File: src/rtl/serial_defs.sv
// Shared state encodings for the serial word transmitter and the
// downstream serial complement stage it feeds.
package serial_defs;

  typedef enum logic [1:0] {
    ST_IDLE  = 2'd0,
    ST_SHIFT = 2'd1,
    ST_GAP   = 2'd2
  } tx_state_e;

  // Downstream serial two's-complement stage: copy bits until the first 1, then invert.
  typedef enum logic {
    CMP_COPY   = 1'b0,
    CMP_INVERT = 1'b1
  } cmp_state_e;

  localparam int GAP_CNT_W = 4;

endpackage

File: src/rtl/serial_word_tx_if.sv
// Word-in / bit-out handshake bundle of the serial word transmitter.
interface serial_word_tx_if #(
  parameter int WIDTH = 8
);
  logic [WIDTH-1:0] data_in;
  logic             in_valid;
  logic             in_ready;
  logic             flush;
  logic             x;
  logic             sof;
  logic             eof;
  logic             busy;

  modport master (
    output data_in, in_valid, flush,
    input  in_ready, x, sof, eof, busy
  );

  modport slave (
    input  data_in, in_valid, flush,
    output in_ready, x, sof, eof, busy
  );
endinterface

File: src/rtl/serial_bit_counter.sv
// Up-counter with synchronous clear (priority over increment) and a
// terminal-count flag compared against a runtime terminal value.
module serial_bit_counter #(
  parameter int W = 4
) (
  input  logic         clk,
  input  logic         reset,
  input  logic         clr_i,
  input  logic         inc_i,
  input  logic [W-1:0] term_i,
  output logic [W-1:0] cnt_o,
  output logic         tc_o
);
  logic [W-1:0] cnt_q, cnt_d;

  always_comb begin
    cnt_d = cnt_q;
    if (clr_i)      cnt_d = '0;
    else if (inc_i) cnt_d = cnt_q + W'(1);
  end

  always_ff @(posedge clk or negedge reset) begin
    if (!reset) cnt_q <= '0;
    else        cnt_q <= cnt_d;
  end

  assign cnt_o = cnt_q;
  assign tc_o  = (cnt_q == term_i);
endmodule

File: src/rtl/serial_word_tx.sv
// Serializes a parallel word LSB first, then idles for GAP_CYCLES before
// accepting the next word. Moore outputs decoded from registered state only.
module serial_word_tx
  import serial_defs::*;
#(
  parameter int WIDTH      = 8,
  parameter int GAP_CYCLES = 1
) (
  input  logic             clk,
  input  logic             reset,
  serial_word_tx_if.slave  bus
);
  localparam int BW = $clog2(WIDTH);

  tx_state_e        state_q, state_d;
  logic [WIDTH-1:0] shreg_q, shreg_d;

  logic                 bit_clr, bit_inc, bit_tc;
  logic                 gap_clr, gap_inc, gap_tc;
  logic [BW-1:0]        bit_cnt;
  logic [GAP_CNT_W-1:0] gap_cnt;

  serial_bit_counter #(.W(BW)) u_bit_cnt (
    .clk    (clk),
    .reset  (reset),
    .clr_i  (bit_clr),
    .inc_i  (bit_inc),
    .term_i (BW'(WIDTH-1)),
    .cnt_o  (bit_cnt),
    .tc_o   (bit_tc)
  );

  serial_bit_counter #(.W(GAP_CNT_W)) u_gap_cnt (
    .clk    (clk),
    .reset  (reset),
    .clr_i  (gap_clr),
    .inc_i  (gap_inc),
    .term_i (GAP_CNT_W'(GAP_CYCLES-1)),
    .cnt_o  (gap_cnt),
    .tc_o   (gap_tc)
  );

  always_comb begin
    state_d = state_q;
    shreg_d = shreg_q;
    bit_clr = 1'b0;
    bit_inc = 1'b0;
    gap_clr = 1'b0;
    gap_inc = 1'b0;
    case (state_q)
      ST_IDLE: begin
        if (bus.in_valid) begin
          shreg_d = bus.data_in;
          bit_clr = 1'b1;
          state_d = ST_SHIFT;
        end
      end
      ST_SHIFT: begin
        shreg_d = {1'b0, shreg_q[WIDTH-1:1]};
        if (bit_tc) begin
          bit_clr = 1'b1;
          gap_clr = 1'b1;
          state_d = ST_GAP;
        end else begin
          bit_inc = 1'b1;
        end
      end
      ST_GAP: begin
        if (gap_tc) begin
          gap_clr = 1'b1;
          state_d = ST_IDLE;
        end else begin
          gap_inc = 1'b1;
        end
      end
      default: begin
        state_d = ST_IDLE;
        shreg_d = '0;
        bit_clr = 1'b1;
        gap_clr = 1'b1;
      end
    endcase
    // Abort wins over everything, including a same-cycle acceptance.
    if (bus.flush) begin
      state_d = ST_IDLE;
      shreg_d = '0;
      bit_clr = 1'b1;
      gap_clr = 1'b1;
    end
  end

  always_ff @(posedge clk or negedge reset) begin
    if (!reset) begin
      state_q <= ST_IDLE;
      shreg_q <= '0;
    end else begin
      state_q <= state_d;
      shreg_q <= shreg_d;
    end
  end

  assign bus.in_ready = (state_q == ST_IDLE);
  assign bus.busy     = (state_q == ST_SHIFT) || (state_q == ST_GAP);
  assign bus.x        = (state_q == ST_SHIFT) && shreg_q[0];
  assign bus.sof      = (state_q == ST_SHIFT) && (bit_cnt == '0);
  assign bus.eof      = (state_q == ST_SHIFT) && bit_tc;

  logic unused_ok;
  assign unused_ok = ^gap_cnt;
endmodule

File: src/flat_wrapper.sv
// flat-port wrapper written by rule: the top's interface ports become plain ports
module serial_word_tx_flat import serial_defs::*;
#(
  parameter int WIDTH      = 8,
  parameter int GAP_CYCLES = 1
)
  (clk, reset, bus_data_in, bus_in_valid, bus_flush, bus_in_ready, bus_x, bus_sof, bus_eof, bus_busy);
  serial_word_tx_if #(.WIDTH(WIDTH)) bus_i ();
  input  logic clk;
  input  logic reset;
  input wire logic [$bits(bus_i.data_in)-1:0] bus_data_in;
  input wire logic [$bits(bus_i.in_valid)-1:0] bus_in_valid;
  input wire logic [$bits(bus_i.flush)-1:0] bus_flush;
  output wire logic [$bits(bus_i.in_ready)-1:0] bus_in_ready;
  output wire logic [$bits(bus_i.x)-1:0] bus_x;
  output wire logic [$bits(bus_i.sof)-1:0] bus_sof;
  output wire logic [$bits(bus_i.eof)-1:0] bus_eof;
  output wire logic [$bits(bus_i.busy)-1:0] bus_busy;
  assign bus_i.data_in = bus_data_in;
  assign bus_i.in_valid = bus_in_valid;
  assign bus_i.flush = bus_flush;
  assign bus_in_ready = bus_i.in_ready;
  assign bus_x = bus_i.x;
  assign bus_sof = bus_i.sof;
  assign bus_eof = bus_i.eof;
  assign bus_busy = bus_i.busy;
  serial_word_tx #(.WIDTH(WIDTH), .GAP_CYCLES(GAP_CYCLES)) u_core (.clk(clk), .reset(reset), .bus(bus_i));
endmodule
File: config.mk
export PLATFORM = sky130hd
export DESIGN_NAME = serial_word_tx_flat
export DESIGN_NICKNAME = d
export VERILOG_FILES = /design/src/rtl/serial_defs.sv /design/src/rtl/serial_word_tx_if.sv /design/src/rtl/serial_bit_counter.sv /design/src/rtl/serial_word_tx.sv /design/src/flat_wrapper.sv
export SDC_FILE = /design/constraint.sdc
export NUM_CORES = 1
export LEC_CHECK = 0
export ABC_CLOCK_PERIOD_IN_PS = 2900
export CELL_PAD_IN_SITES_DETAIL_PLACEMENT = 0
export CELL_PAD_IN_SITES_GLOBAL_PLACEMENT = 1
export CORE_MARGIN = 2
export CORE_UTILIZATION = 25
export DETAILED_ROUTE_END_ITERATION = 8
export GPL_TIMING_DRIVEN = 0
export PLACE_DENSITY = 0.51
export SYNTH_ARGS = -nofsm -noshare
export SYNTH_HDL_FRONTEND = slang
export SYNTH_SLANG_ARGS = --single-unit
File: constraint.sdc
create_clock -name clk -period 2.9 [get_ports clk]
set_clock_uncertainty 0.1 [all_clocks]
set_input_delay 0.29 -clock clk [delete_from_list [all_inputs] [get_ports clk]]
set_output_delay 0.29 -clock clk [all_outputs]
set_load 0.01 [all_outputs]
==> impl_metrics.json <==
{
  "result_of_the_run": "completed",
  "cp_data_arrival_time_ps": 1840,
  "worst_pin_slew_ps": 818,
  "r2r_slack_ps": 950,
  "setup_total_negative_slack_ps": 0,
  "largest_net_degree_at_the_start_of_global_routing": 18,
  "post_synthesis_sequential_area_ratio_pct": 42.6,
  "grt-ovfl-total": 0,
  "synthArstFlopShare_pct": 100,
  "routed_wire_length_per_instance_um": 13.2,
  "detail_route.iter0.violations": 28,
  "port-buffer-count": 16,
  "hold_path_class": "primary input to async pin",
  "fmax_mhz": 449,
  "ff_latch_area_sq_um": 425,
  "cts_root_buffer": "sky130_fd_sc_hd__clkbuf_8",
  "nets": 138,
  "fp-row-count": 22,
  "number_of_antenna_violations_at_the_first_check_in_global_routing": 0,
  "final_max_slew_viol_count": 0,
  "tritoncts_clock_tree": "done",
  "syn-instance-count": 96,
  "route.vias.total": 742,
  "detail_route.first_pass.iterations": 4,
  "hold-worst-slack_ps": 400,
  "dieHeight_um": 67.2,
  "die_area_sq_um": 4520,
  "insertion_delay_ps": 250,
  "ys.warnings.count": 0,
  "grt_pass1_wl_um": 3670,
  "synth-seq-cells": 17,
  "clock_input_transition_at_the_sequential_cells_of_the_worst_setup_and_hold_paths_ps": 70,
  "core_area_sq_um": 3740,
  "die_width_um": 67.2,
  "io_pins": 17,
  "htree_levels": 1,
  "worst_r2r_path_depth": 5,
  "ir_worst_vdd_mv": 0.132,
  "dpl_wire_length_um": 1580,
  "post_route_cells_drive_above_1_share_pct": 12.1,
  "route.final.wire_length_um": 2160,
  "synth_area_sq_um": 998,
  "crit_path_max_fanout": 7,
  "cts_resized": 0,
  "mappedNetlistNets": 117,
  "count_of_endpoints_failing_setup_in_the_final_report": 0,
  "synthesis.area_per_instance_sq_um": 10.4,
  "power_per_cell_area_nw_per_um2": 430,
  "maxcap_violations": 0,
  "cp.required_ps": 2510,
  "cts_num_sinks": 17,
  "finalHoldViolations": 0,
  "critical_path.reg2reg.startpoint": "u_core.state_q[0]$_DFFE_PN0P_",
  "setup_repair_after_global_routing_missed_its_margin": "false",
  "timing.final.crit_share_pct": 76.7,
  "synth-edff-count": 0,
  "vias_per_std_cell": 4.52,
  "first_global_vias": 806,
  "worst_setup_path_start_kind": "register",
  "num_antenna_cells": 0,
  "clock_tree.buffer_depth": 2,
  "maxSlewHeadroom_pct": 45.3,
  "final.fill_count": 402,
  "finalWorstPathRequiredPeriod_ps": 2230,
  "start_util_pct": 26.7,
  "critical_path_class": "register to primary output",
  "antenna_violating_nets_post_route": 0,
  "hold_buffers": 0,
  "flow.area_growth_from_synthesis_pct": 26.7,
  "ys.flop_type": "sky130_fd_sc_hd__dfrtp_1",
  "route.detailed.drc": 0,
  "cts_buffers": 3,
  "postCtsSetupBuffers": 0,
  "gpl_wtd_cong": 0.732,
  "yosysUniqueCellTypes": 26,
  "grt_use_total_pct": 11.0,
  "worstReg2RegEnd": "u_core.shreg_q[1]$_DFFE_PN0P_",
  "power_leakage_nw": 0.566,
  "multi_input_area_sq_um": 512,
  "endpoint_kind": "primary output"
}
## cell usage after synthesis (3+ instances only)
| master | count | share of area [%] |
|---|---|---|
| sky130_fd_sc_hd__nand2_1 | 6 | 2.3 |
| sky130_fd_sc_hd__mux2i_1 | 3 | 3.0 |
| sky130_fd_sc_hd__nor2_1 | 5 | 1.9 |
| sky130_fd_sc_hd__a22o_1 | 7 | 6.1 |
| sky130_fd_sc_hd__a21oi_1 | 3 | 1.5 |
| sky130_fd_sc_hd__a211oi_1 | 3 | 2.3 |
| sky130_fd_sc_hd__nor2b_1 | 4 | 2.5 |
| sky130_fd_sc_hd__dfrtp_1 | 17 | 43 |
| sky130_fd_sc_hd__ha_1 | 9 | 11 |
| sky130_fd_sc_hd__inv_1 | 11 | 4.1 |
| sky130_fd_sc_hd__mux2_2 | 7 | 7.9 |
## cells by family after synthesis
logic type / after synthesis / share of synthesized area, %
AND/OR/NAND/NOR: 22 / 11.0
adder cells (fa/ha/maj): 9 / 11.3
XOR/XNOR: 2 / 1.75
flip-flops: 17 / 42.6
buffers and inverters: 16 / 6.14
AO/OA/AOI/OAI: 20 / 16.3
multiplexers: 10 / 10.9
## worst max-delay path, cell delays in order (launching register included)
cell                              delay, ps
sky130_fd_sc_hd__dfrtp_1                430
sky130_fd_sc_hd__inv_1                  120
sky130_fd_sc_hd__ha_1                   310
sky130_fd_sc_hd__nand2_1                 90
sky130_fd_sc_hd__nor2_1                  90
sky130_fd_sc_hd__clkdlybuf4s50_1        540
## final cells by class
class	instances	area share [%]
timing repair buffer	16	12.7
sequential	17	33.6
inverter	11	3.26
clock buffer	3	3.26
buffer	5	1.58
multi-input combinational	63	40.5
clock inverter	1	0.396
tap	48	4.75
## worst max path at each step
stage	startpoint	to	slack (ps)	depth (start not counted)
CTS	u_core.state_q[1]$_DFFE_PN0P_	bus_sof	640	5
finish	u_core.state_q[1]$_DFFE_PN0P_	bus_sof	670	5
detailed placement	u_core.state_q[1]$_DFFE_PN0P_	bus_x	910	4
global route	u_core.state_q[1]$_DFFE_PN0P_	bus_sof	530	5
floorplan	u_core.u_gap_cnt.cnt_o[0]$_DFFE_PN0P_	u_core.state_q[1]$_DFFE_PN0P_	1130	6
global placement	u_core.state_q[1]$_DFFE_PN0P_	bus_sof	920	5
## cell usage in the layout, fill, tap and decap left out, types with 2 or more instances in the layout
master / Yosys / routed
sky130_fd_sc_hd__dfrtp_1: 17 / 17
sky130_fd_sc_hd__clkdlybuf4s50_1: 0 / 16
sky130_fd_sc_hd__inv_1: 11 / 11
sky130_fd_sc_hd__ha_1: 9 / 9
sky130_fd_sc_hd__a22o_1: 7 / 7
sky130_fd_sc_hd__mux2_2: 7 / 7
sky130_fd_sc_hd__nand2_1: 6 / 6
sky130_fd_sc_hd__nor2_1: 5 / 5
sky130_fd_sc_hd__nor2b_1: 4 / 4
sky130_fd_sc_hd__a211oi_1: 3 / 3
sky130_fd_sc_hd__a21oi_1: 3 / 3
sky130_fd_sc_hd__mux2i_1: 3 / 3
sky130_fd_sc_hd__clkbuf_8: 0 / 3
sky130_fd_sc_hd__and2_1: 2 / 2
sky130_fd_sc_hd__buf_1: 2 / 2
sky130_fd_sc_hd__clkbuf_1: 2 / 2
sky130_fd_sc_hd__a211o_1: 2 / 2
sky130_fd_sc_hd__nand3_1: 2 / 2
sky130_fd_sc_hd__xnor2_1: 2 / 2
## metal layers
metal	share of wire [%]	GRT usage, %	vias to the layer above
met2	49	17.7	12
met1	47	14.3	356
met5	0	0	-
met4	1.3	5.10	0
met3	2.7	2.00	4
li1	-	-	370
## sequential cells by signal, indices dropped and copies added (netlist names)
register,count
u_core.state_q,2
u_core.shreg_q,8
u_core.u_gap_cnt.cnt_o,4
u_core.u_bit_cnt.cnt_o,3
## metrics by stage
step / cell area [sq um] / std cells / total power [mW] / util (%) / worst slack (ps)
3_5_place_dp: 1220 / 160 / 0.366 / 32.6 / 913
5_1_grt: 1260 / 164 / 0.577 / 33.8 / 526
4_1_cts: 1260 / 164 / 0.554 / 33.8 / 637
3_3_place_gp: 1220 / 160 / 0.365 / 32.6 / 918
6_report: 1260 / 164 / 0.544 / 33.8 / 675
2_1_floorplan: 998 / 96 / 0.321 / - / 1130
## power by group
part | internal, mW | switching (mW) | leakage (nW)
clock network | 0.0955 | 0.0892 | 0.0255
logic | 0.0549 | 0.0444 | 0.311
registers | 0.252 | 0.00836 | 0.229
total | 0.402 | 0.142 | 0.566
Power figures use the tool's default switching activity.
